`config.mk`:
```
export PLATFORM = sky130hd
export DESIGN_NAME = sw_job_scheduler
export DESIGN_NICKNAME = d
export VERILOG_FILES = /design/src/rtl/sw_job_scheduler.sv
export SDC_FILE = /design/constraint.sdc
export NUM_CORES = 1
export LEC_CHECK = 0
export ABC_AREA = 1
export CAP_MARGIN = 40
export CORE_MARGIN = 2
export CORE_UTILIZATION = 51
export DETAILED_ROUTE_END_ITERATION = 12
export GPL_TIMING_DRIVEN = 0
export PLACE_DENSITY = 0.8
export SLEW_MARGIN = 20
export SYNTH_ARGS = -nofsm -noshare
export SYNTH_HDL_FRONTEND = slang
export SYNTH_SLANG_ARGS = --single-unit
```
`constraint.sdc`:
```
create_clock -name clk -period 3.8 [get_ports clk]
set_input_delay 0.95 -clock clk [delete_from_list [all_inputs] [get_ports clk]]
set_output_delay 0.95 -clock clk [all_outputs]
set_load 0.03 [all_outputs]
```
`src/rtl/sw_job_scheduler.sv`:
```
// Job sequencer in front of the Smith-Waterman engine: queues jobs, drives set-T/start, returns tagged scores.
// Optional watchdog on engine waits is enabled by defining SW_SCHED_TIMEOUT_EN.
module sw_job_scheduler #(
  parameter int QUEUE_DEPTH = 4,
  parameter int QUEUE_LOG   = 2,
  parameter int RES_W       = 16,
  parameter int MATCH_W     = 4,
  parameter int TAG_W       = 4,
  parameter int GUARD_CYC   = 3,
  parameter int TIMEOUT_CYC = 65535
) (
  input  logic               clk,
  input  logic               rst,
  input  logic               i_job_valid,
  output logic               o_job_ready,
  input  logic               i_job_set_t,
  input  logic [MATCH_W-1:0] i_job_match,
  input  logic [MATCH_W-1:0] i_job_mismatch,
  input  logic [7:0]         i_job_alpha,
  input  logic [7:0]         i_job_beta,
  output logic               o_res_valid,
  input  logic               i_res_ready,
  output logic [RES_W-1:0]   o_res,
  output logic [TAG_W-1:0]   o_res_tag,
  output logic               o_res_err,
  output logic               o_eng_set_t,
  output logic               o_eng_start,
  input  logic               i_eng_busy,
  input  logic [RES_W-1:0]   i_eng_result,
  input  logic               i_eng_valid,
  output logic [MATCH_W-1:0] o_eng_match,
  output logic [MATCH_W-1:0] o_eng_mismatch,
  output logic [7:0]         o_eng_alpha,
  output logic [7:0]         o_eng_beta,
  output logic               o_eng_param_valid,
  output logic               o_t_loaded
);

  typedef struct packed {
    logic               set_t;
    logic [MATCH_W-1:0] match;
    logic [MATCH_W-1:0] mismatch;
    logic [7:0]         alpha;
    logic [7:0]         beta;
    logic [TAG_W-1:0]   tag;
  } job_t;

  typedef enum logic [2:0] {
    S_IDLE, S_PARAM, S_LOAD_T, S_WAIT_T, S_START, S_CALC, S_WAIT_IDLE, S_REPORT
  } state_t;

  localparam int GW = $clog2(GUARD_CYC + 2);
  localparam logic [GW-1:0]        GUARD_LD  = GW'(GUARD_CYC);
  localparam logic [GW-1:0]        GUARD_ONE = GW'(1);
  localparam logic [QUEUE_LOG:0]   CNT_ONE   = (QUEUE_LOG+1)'(1);
  localparam logic [QUEUE_LOG:0]   CNT_FULL  = (QUEUE_LOG+1)'(QUEUE_DEPTH);
  localparam logic [QUEUE_LOG-1:0] PTR_ONE   = QUEUE_LOG'(1);
  localparam logic [TAG_W-1:0]     TAG_ONE   = TAG_W'(1);

  job_t                 r_mem [QUEUE_DEPTH];
  job_t                 w_entry;
  logic [QUEUE_LOG-1:0] r_wr_ptr, r_rd_ptr;
  logic [QUEUE_LOG:0]   r_count, w_count_next;
  logic                 r_job_ready;
  logic [TAG_W-1:0]     r_tag_cnt;
  logic                 w_push, w_pop;

  state_t               r_state;
  job_t                 r_job;
  logic [GW-1:0]        r_guard;
  logic [RES_W-1:0]     r_cap_res;
  logic                 r_err;
  logic                 r_eng_set_t, r_eng_start, r_param_valid, r_t_loaded;
  logic [MATCH_W-1:0]   r_eng_match, r_eng_mismatch;
  logic [7:0]           r_eng_alpha, r_eng_beta;
  logic                 r_res_valid, r_res_err;
  logic [RES_W-1:0]     r_res;
  logic [TAG_W-1:0]     r_res_tag;
`ifdef SW_SCHED_TIMEOUT_EN
  localparam logic [15:0] WD_LIM = 16'(TIMEOUT_CYC - 1);
  logic [15:0]          r_wdog;
`endif

  assign w_entry = {i_job_set_t, i_job_match, i_job_mismatch, i_job_alpha, i_job_beta, r_tag_cnt};
  assign w_push  = i_job_valid & r_job_ready;
  // A held result blocks the next pop unless the host takes it this very cycle.
  assign w_pop   = (r_state == S_IDLE) && (r_count != '0) && (!r_res_valid || i_res_ready);

  always_comb begin
    w_count_next = r_count;
    if (w_push && !w_pop)
      w_count_next = r_count + CNT_ONE;
    else if (!w_push && w_pop)
      w_count_next = r_count - CNT_ONE;
  end

  always_ff @(posedge clk) begin
    if (w_push)
      r_mem[r_wr_ptr] <= w_entry;
  end

  always_ff @(posedge clk or posedge rst) begin
    if (rst) begin
      r_wr_ptr    <= '0;
      r_rd_ptr    <= '0;
      r_count     <= '0;
      r_job_ready <= 1'b1;
      r_tag_cnt   <= '0;
    end else begin
      if (w_push) begin
        r_wr_ptr  <= r_wr_ptr + PTR_ONE;
        r_tag_cnt <= r_tag_cnt + TAG_ONE;
      end
      if (w_pop)
        r_rd_ptr <= r_rd_ptr + PTR_ONE;
      r_count     <= w_count_next;
      r_job_ready <= (w_count_next != CNT_FULL);
    end
  end

  always_ff @(posedge clk or posedge rst) begin
    if (rst) begin
      r_state        <= S_IDLE;
      r_job          <= '0;
      r_guard        <= '0;
      r_cap_res      <= '0;
      r_err          <= 1'b0;
      r_eng_set_t    <= 1'b0;
      r_eng_start    <= 1'b0;
      r_param_valid  <= 1'b0;
      r_t_loaded     <= 1'b0;
      r_eng_match    <= '0;
      r_eng_mismatch <= '0;
      r_eng_alpha    <= '0;
      r_eng_beta     <= '0;
      r_res_valid    <= 1'b0;
      r_res_err      <= 1'b0;
      r_res          <= '0;
      r_res_tag      <= '0;
`ifdef SW_SCHED_TIMEOUT_EN
      r_wdog         <= '0;
`endif
    end else begin
      r_eng_set_t   <= 1'b0;
      r_eng_start   <= 1'b0;
      r_param_valid <= 1'b0;
      if (r_guard != '0)
        r_guard <= r_guard - GUARD_ONE;
      if (r_res_valid && i_res_ready)
        r_res_valid <= 1'b0;

      case (r_state)
        S_IDLE: begin
          if (w_pop) begin
            r_job   <= r_mem[r_rd_ptr];
            r_state <= S_PARAM;
          end
        end
        S_PARAM: begin
          r_eng_match    <= r_job.match;
          r_eng_mismatch <= r_job.mismatch;
          r_eng_alpha    <= r_job.alpha;
          r_eng_beta     <= r_job.beta;
          r_param_valid  <= 1'b1;
          r_guard        <= '0;
          if (r_job.set_t)
            r_state <= S_LOAD_T;
          else if (!r_t_loaded) begin
            r_err     <= 1'b1;
            r_cap_res <= '0;
            r_state   <= S_REPORT;
          end else
            r_state <= S_START;
        end
        S_LOAD_T: begin
          r_eng_set_t <= 1'b1;
          r_guard     <= GUARD_LD;
          r_state     <= S_WAIT_T;
`ifdef SW_SCHED_TIMEOUT_EN
          r_wdog      <= '0;
`endif
        end
        S_WAIT_T: begin
          // Busy from the engine lags the pulse, so it is trusted only after the guard.
          if (r_guard == '0 && !i_eng_busy) begin
            r_t_loaded <= 1'b1;
            r_state    <= S_START;
          end
`ifdef SW_SCHED_TIMEOUT_EN
          else if (r_wdog == WD_LIM) begin
            r_t_loaded <= 1'b0;
            r_err      <= 1'b1;
            r_cap_res  <= '0;
            r_state    <= S_REPORT;
          end else
            r_wdog <= r_wdog + 16'd1;
`endif
        end
        S_START: begin
          r_eng_start <= 1'b1;
          r_guard     <= GUARD_LD;
          r_err       <= 1'b0;
          r_state     <= S_CALC;
`ifdef SW_SCHED_TIMEOUT_EN
          r_wdog      <= '0;
`endif
        end
        S_CALC: begin
          if (i_eng_valid) begin
            r_cap_res <= i_eng_result;
            r_state   <= S_WAIT_IDLE;
          end
`ifdef SW_SCHED_TIMEOUT_EN
          else if (r_wdog == WD_LIM) begin
            r_err     <= 1'b1;
            r_cap_res <= '0;
            r_state   <= S_REPORT;
          end else
            r_wdog <= r_wdog + 16'd1;
`endif
        end
        S_WAIT_IDLE: begin
          if (r_guard == '0 && !i_eng_busy)
            r_state <= S_REPORT;
        end
        S_REPORT: begin
          r_res_valid <= 1'b1;
          r_res       <= r_cap_res;
          r_res_tag   <= r_job.tag;
          r_res_err   <= r_err;
          r_state     <= S_IDLE;
        end
        default: r_state <= S_IDLE;
      endcase
    end
  end

  assign o_job_ready       = r_job_ready;
  assign o_res_valid       = r_res_valid;
  assign o_res             = r_res;
  assign o_res_tag         = r_res_tag;
  assign o_res_err         = r_res_err;
  assign o_eng_set_t       = r_eng_set_t;
  assign o_eng_start       = r_eng_start;
  assign o_eng_match       = r_eng_match;
  assign o_eng_mismatch    = r_eng_mismatch;
  assign o_eng_alpha       = r_eng_alpha;
  assign o_eng_beta        = r_eng_beta;
  assign o_eng_param_valid = r_param_valid;
  assign o_t_loaded        = r_t_loaded;

endmodule

```
==> results by group, run 1 <==
Run status
  – Outcome: finished clean

Yosys
  – Avg Inst Size Synth: 12.19 um^2
  – Largest area contributor in the netlist: edfxtp_1
  – Top cell type's share of synthesized area: 0.3888
  – Ys flop type: edfxtp_1
  – Synthesized flop and latch total: 230
  – Syn_nets: 792
  – Synth Area in Compound Gates: 0.09775
  – Post-Synth XOR/XNOR Area: 0.006843
  – Top-count cell post-synth: edfxtp_1
  – Synth Area in Adders: 0.01396
  – Post-synthesis mux area share: 0.03240
  – Cell area after synthesis: 8960 um^2
  – Synth Area in Simple Gates: 0.09063
  – Synth Instances: 735
  – Most frequent cells after synthesis: 116 x edfxtp_1, 113 x dfrtp_1, 105 x nand2_1
  – Part of the Yosys area used for sequential elements: 0.7073
  – Async SR Flop Fraction: 0.4957
  – Synth cell types: 32
  – Largest family of logic cells by synthesized area: compound AO/OA/AOI/OAI gates
  – Post-synth EDFFs: 116
  – Synth top area cells: edfxtp_1 39%, dfrtp_1 32%, o21ai_0 5.5%
  – Synth warnings: 0

Critical path
  – Worst Setup End Kind: primary output
  – Worst path slowest cell: clkdlybuf4s50_1
  – Delay-heaviest family, CP: buffers and inverters
  – Worst path max stage delay: 660 ps
  – Worst reg-to-reg setup slack: 1660 ps
  – Type of origin of the critical path: flip-flop
  – CP Data Arrival Time: 1690 ps
  – Cell breakdown of the critical path: clkdlybuf4s50_1
  – Worst r2r dst: r_mem[2][21]
  – WP data required: 2850 ps
  – CP Max Fanout: 2
  – R2r startpoint: o_job_ready
  – Setup CP Type: reg -> out
  – Bufs and invs on worst path: 1
  – Worst r2r path cells: 4

Routing
  – Remaining DRCs: 0
  – DR vias/cell: 5.380
  – Final WL: 19.28 mm
  – Wire length per cell: 17.45 um
  – Via count: 5945
  – Final ANT Viol Nets: 0
  – First-iteration detailed-routing DRC count: 476
  – 1st-pass router iterations: 5

STA
  – Setup Viol. Count Final: 0
  – Count of final max-slew check failures: 0
  – Period minus WS final: 2641 ps
  – Worst Hold Margin: 486.4 ps
  – Clk_skew: 12.16 ps
  – RSZ-0062 raised after global routing: no
  – Slew headroom: 0.4464
  – Fmax: 0.3786 GHz
  – Worst setup margin: 1159 ps
  – Hold Violations, Final: 0
  – Setup_tns: 0 ps
  – Fin crit share: 0.6950
  – Slew @ Worst Pin: 830.5 ps

Placement
  – Setup WS pre-CTS: 745.3 ps
  – Dpl hpwl: 12.62 mm
  – Port Buf Inserts: 97
  – Placed insts: 1064
  – Gpl congestion: 0.7791
  – Post-placement cell area: 10420 um^2

Finish
  – Final non-filler cell total: 1105
  – Final Cell Area: 11160 um^2
  – Antenna diode count: 0
  – Final nets: 921
  – Layout area overhead: 24.58%
  – Share of cells above drive strength 1: 0.09545

Pwr
  – Pwr Density: 879.6 nW/um^2
  – LEAKAGE: 0.004545 uW
  – VDD IR-drop max: 0.0005060 V

Floorplanning
  – Initial core utilization: 0.5198
  – Die X: 136.5 um
  – Die Y: 136.5 um
  – Die footprint: 18640 um^2
  – Floorplan row count: 48
  – Core box area: 17240 um^2
  – Top Ports: 98

Clock tree
  – CTS tree: yes
  – Clock Latency Late Sink: 510 ps
  – Hold_buf cts: 0
  – Clk slew on worst S/H paths: 60 ps
  – CTS Buf Count: 23
  – Root Buffer: clkbuf_16
  – Max Buffers Root-to-Sink: 3
  – # resized after CTS: 0
  – Post-CTS Setup Bufs: 0
  – H-tree Lvls: 1
  – CTS sink cnt: 230

Job
  – Max-Cap Viols: 0

Global routing
  – GRT Overall Usage: 0.2095
  – Initial antenna violation count: 0
  – Vias in the first global route: 5910
  – GRT overflow: 0
  – Largest net degree at the start of global routing: 36
  – First-pass GRT wire length: 30.09 mm

Hold path
  – Hold wc startpoint: o_eng_beta[1]
  – Hold path depth: 2
  – Worst Hold Class: reg -> reg
  – Worst Hold End: o_eng_beta[1]
## layer usage
layer	vias to the layer above	track usage	share of wire
li1	2774	-	-
met1	2908	0.2750	0.43
met2	222	0.3533	0.48
met3	41	0.02815	0.063
met4	0	0.08796	0.027
met5	-	0	0
## placed cells by master (no fill, tap or decap), types with 2 or more instances in the layout
master           count
a31oi_1              2
o21ai_1             27
nor2_4               5
nand4_1              2
a21oi_1              4
nand2_2              2
buf_16               4
o22ai_1             30
xnor2_1              4
buf_12               3
nor2_1              40
inv_1               68
mux2i_1             29
clkinv_2             3
buf_6                3
edfxtp_1           116
xor2_1               3
o21ai_0             99
clkdlybuf4s50_1     97
bufinv_16            3
clkinvlp_2           2
ha_1                10
nand3_1             24
nand2_1            105
buf_2               17
clkbuf_1            16
nand2_4              4
dfrtp_1            113
nor2_8               2
clkinvlp_4           3
clkbuf_16           23
clkinv_1             4
inv_2                4
## kinds of logic (layout without fill, tap and decap cells)
group | Yosys count | count (layout)
AOI/OAI and AO/OA | 164 | 164
xor gates and xnor gates | 7 | 7
adders and majority gates | 10 | 10
buffers and inverters | 109 | 254
DFF | 230 | 230
muxes | 29 | 29
and+or+nand+nor | 186 | 186
## final cells by class
| type | count | area (um^2) |
|---|---|---|
| Sequential cell | 230 | 6337 |
| Fill cell | 1236 | 6075 |
| Multi-Input combinational cell | 396 | 2195 |
| Timing Repair Buffer | 104 | 1141 |
| Clock buffer | 27 | 600.6 |
| Tap cell | 225 | 281.5 |
| Inverter | 73 | 277.8 |
| Buffer | 36 | 183.9 |
| Clock inverter | 14 | 145.1 |
## worst max-delay path by stage
stage,from,cells past startpoint,endpoint,slack (ps)
after global routing,o_job_ready,1,o_job_ready,1120
after detailed placement,i_job_valid,5,r_mem[0][14],750
after floorplan,i_job_valid,3,r_mem[0][0],840
final,o_job_ready,1,o_job_ready,1160
after global placement,i_job_valid,4,r_mem[1][14],-630
after CTS,o_job_ready,1,o_job_ready,1140
## per-stage QoR
stage / util / total power [uW]
after floorplan: - / 6162
after detailed placement: 0.6043 / 7567
after CTS: 0.6476 / 9857
after global routing: 0.6476 / 10350
final: 0.6476 / 9818
after global placement: 0.5927 / 7325
## flip-flops by register name, summed over array words and instances, names as in the netlist
name / flops
o_eng_mismatch: 4
r_wr_ptr: 2
r_count: 3
o_res_tag: 4
r_state: 3
r_job: 29
r_cap_res: 16
r_tag_cnt: 4
o_eng_param_valid: 1
o_eng_start: 1
r_guard: 3
r_rd_ptr: 2
o_eng_alpha: 8
r_err: 1
o_res_err: 1
o_job_ready: 1
o_res: 16
o_t_loaded: 1
r_mem: 116
o_eng_match: 4
o_eng_set_t: 1
o_res_valid: 1
o_eng_beta: 8
## report_power, final
part | internal (uW) | switching, uW | total, uW | leakage, uW
sequential | 3550 | 392 | 3940 | 0.00251
clock | 1330 | 914 | 2240 | 0.000355
combinational | 1320 | 2310 | 3630 | 0.00168
No activity file was read; power rests on OpenSTA's default activity.
==> run 2: changes to the inputs <==
==> constraint.sdc (replaced) <==
create_clock -name clk -period 2.25 [get_ports clk]
set_input_delay 0.5625 -clock clk [delete_from_list [all_inputs] [get_ports clk]]
set_output_delay 0.5625 -clock clk [all_outputs]
set_load 0.03 [all_outputs]
==> run 2 against run 1 <==
Compared with the run above: non-clock buffer count unchanged; clock skew unchanged; core utilization about the same; largest power group unchanged; hold slack got worse by 100 ps.
==> results by group, run 2 (same netlist as run 1, synthesis figures left out) <==
Run status
  – Outcome: finished clean

Routing
  – Final ANT Viol Nets: 0 (unchanged)
  – Remaining DRCs: 0 (unchanged)
  – First-iteration detailed-routing DRC count: 476 (unchanged)
  – Final WL: 19.28 mm (unchanged)
  – 1st-pass router iterations: 5 (unchanged)
  – DR vias/cell: 5.380 (unchanged)
  – Via count: 5945 (unchanged)
  – Wire length per cell: 17.45 um (unchanged)

Finish
  – Layout area overhead: 24.56% (about the same)
  – Final Cell Area: 11160 um^2 (about the same)
  – Most frequent cells in the layout: 116 x edfxtp_1, 113 x dfrtp_1, 105 x nand2_1
  – Biggest regs: r_mem x116, r_job x29
  – Share of cells above drive strength 1: 0.09545 (unchanged)
  – Fillers: 1237 (+0.081%)
  – Max reg flops: 116 (unchanged)
  – Final non-filler cell total: 1105 (unchanged)
  – Register area: 6337 um^2 (unchanged)
  – Commonest non-fill, non-tap cell in the layout: edfxtp_1
  – Antenna diode count: 0 (unchanged)
  – Final nets: 921 (unchanged)
  – Multi-input gate area: 2195 um^2 (unchanged)
  – Largest Register: r_mem

STA
  – Slew @ Worst Pin: 830.5 ps (unchanged)
  – Setup_tns: 0 ps (unchanged)
  – Fmax: 0.4612 GHz
  – Fin crit share: 0.9637
  – Count of final max-slew check failures: 0 (unchanged)
  – Period minus WS final: 2168 ps
  – Hold Violations, Final: 0 (unchanged)
  – Slew headroom: 0.4464 (unchanged)
  – RSZ-0062 raised after global routing: no
  – Setup Viol. Count Final: 0 (unchanged)
  – Clk_skew: 12.16 ps (unchanged)

Critical path
  – Worst r2r path cells: 4 (unchanged)
  – Worst Setup End Kind: primary output
  – Delay-heaviest family, CP: buffers and inverters
  – Bufs and invs on worst path: 1 (unchanged)
  – CP Data Arrival Time: 1610 ps (-80 ps)
  – Type of origin of the critical path: flip-flop
  – Cell breakdown of the critical path: clkdlybuf4s50_1
  – R2r startpoint: o_job_ready
  – Setup CP Type: reg -> out
  – Worst r2r dst: r_mem[2][21]
  – CP Max Fanout: 4 (+2)
  – Worst path slowest cell: clkdlybuf4s50_1
  – Worst reg-to-reg setup slack: 110 ps (-1550 ps)
  – WP data required: 1690 ps (-1160 ps)
  – Worst path max stage delay: 690 ps (+30 ps)

Floorplanning
  – Initial core utilization: 0.5198 (unchanged)
  – Die footprint: 18640 um^2 (unchanged)
  – Die X: 136.5 um (unchanged)
  – Floorplan row count: 48 (unchanged)
  – Die Y: 136.5 um (unchanged)
  – Core box area: 17240 um^2 (unchanged)
  – Top Ports: 98 (unchanged)

Pwr
  – VDD IR-drop max: 0.0008543 V (+69%)
  – NetSw: 6111 uW (+69%)
  – Clock network fraction of total power: 0.229 (about the same)
  – Logic pwr share: 0.369 (about the same)
  – Sequential power share: 0.402 (about the same)
  – LEAKAGE: 0.004543 uW (about the same)
  – Internal: 10460 uW (+69%)
  – Pwr Density: 1485 nW/um^2 (+69%)
  – Sw Ratio: 0.3687 (about the same)

Clock tree
  – H-tree Lvls: 1 (unchanged)
  – Max Buffers Root-to-Sink: 3 (unchanged)
  – Root Buffer: clkbuf_16
  – CTS Buf Count: 23 (unchanged)
  – CTS tree: yes
  – CTS sink cnt: 230 (unchanged)
  – Clock Latency Late Sink: 510 ps (about the same)
  – Clk slew on worst S/H paths: 60 ps (about the same)

Global routing
  – GRT overflow: 0 (unchanged)
  – Largest net degree at the start of global routing: 36 (unchanged)
  – First-pass GRT wire length: 30.09 mm (unchanged)
  – GRT Overall Usage: 0.2095 (unchanged)
  – Initial antenna violation count: 0 (unchanged)
  – Vias in the first global route: 5910 (unchanged)

Placement
  – Gpl congestion: 0.7791 (unchanged)
  – Placed insts: 1064 (unchanged)
  – Dpl hpwl: 12.62 mm (unchanged)
  – Post-placement cell area: 10420 um^2 (unchanged)
  – Port Buf Inserts: 97 (unchanged)

Job
  – Max-Cap Viols: 0 (unchanged)

Hold path
  – Worst Hold Class: in -> async
-- run 2: changes by cell type in the layout (fill, tap and decap cells not counted) --
cell | before | now
clkdlybuf4s50_1 | 97 | 96
dlygate4sd2_1 | 0 | 1
-- run 2: power by group through the flow --
stage               clock, uW  sequential [uW]  combinational [uW]
global route             3980             6800                6700
detailed placement          0             6710                6070
floorplan                   0             7440                2970
CTS                      3830             6660                6160
global placement            0             6680                5690
finish                   3790             6660                6120
-- run 2: worst max path at each step --
stage                startpoint      endpoint  cells after the start
finish               o_t_loaded    o_t_loaded                      1
global route        o_job_ready  r_mem[2][21]                      4
CTS                  o_t_loaded    o_t_loaded                      1
detailed placement  i_job_valid  r_mem[0][14]                      5
global placement    i_job_valid  r_mem[1][14]                      4
floorplan           o_job_ready   r_mem[0][0]                      3
-- run 2: timing repair --
item,in CTS,in global routing
setup endpoints to repair,1,0
gates resized for setup,1,0
buffers inserted,0,0
endpoints found under the hold margin,0,0
hold buffers,0,0
-- run 2: cell type report --
type,count,area share
plain buffers,36,0.01648
repair buffers,104,0.1021
clock inverters,14,0.01300
well taps,225,0.02522
inverters,73,0.02489
multi-input cells,396,0.1966
flip-flops and latches,230,0.5678
clock buffers,27,0.05381
-- run 2: worst reg2reg max path, cell delays in order (launching register included) --
cell and delay [ps]:
dfstp_2 520, nand2_1 110, buf_1 390, nor2_4 580
buf_16 230
-- run 2: stage by stage --
stage / utilization / hold WS [ps] / power [uW] / setup WS (ps)
after floorplan: - / 483.4 / 10410 / -405.3
after global placement: 0.5927 / 465.0 / 12370 / -1790
after detailed placement: 0.6043 / 474.8 / 12780 / -417.2
after CTS: 0.6475 / 392.5 / 16640 / 77.74
after global routing: 0.6475 / 411.3 / 17470 / 26.91
final: 0.6475 / 385.3 / 16570 / 81.72
-- run 2: per-layer routing --
layer,part of all wire,vias to the layer above,global-route usage
li1,-,2774,-
met1,0.43,2908,0.2750
met2,0.48,222,0.3533
met3,0.063,41,0.02815
met4,0.027,0,0.08796
met5,0,-,0
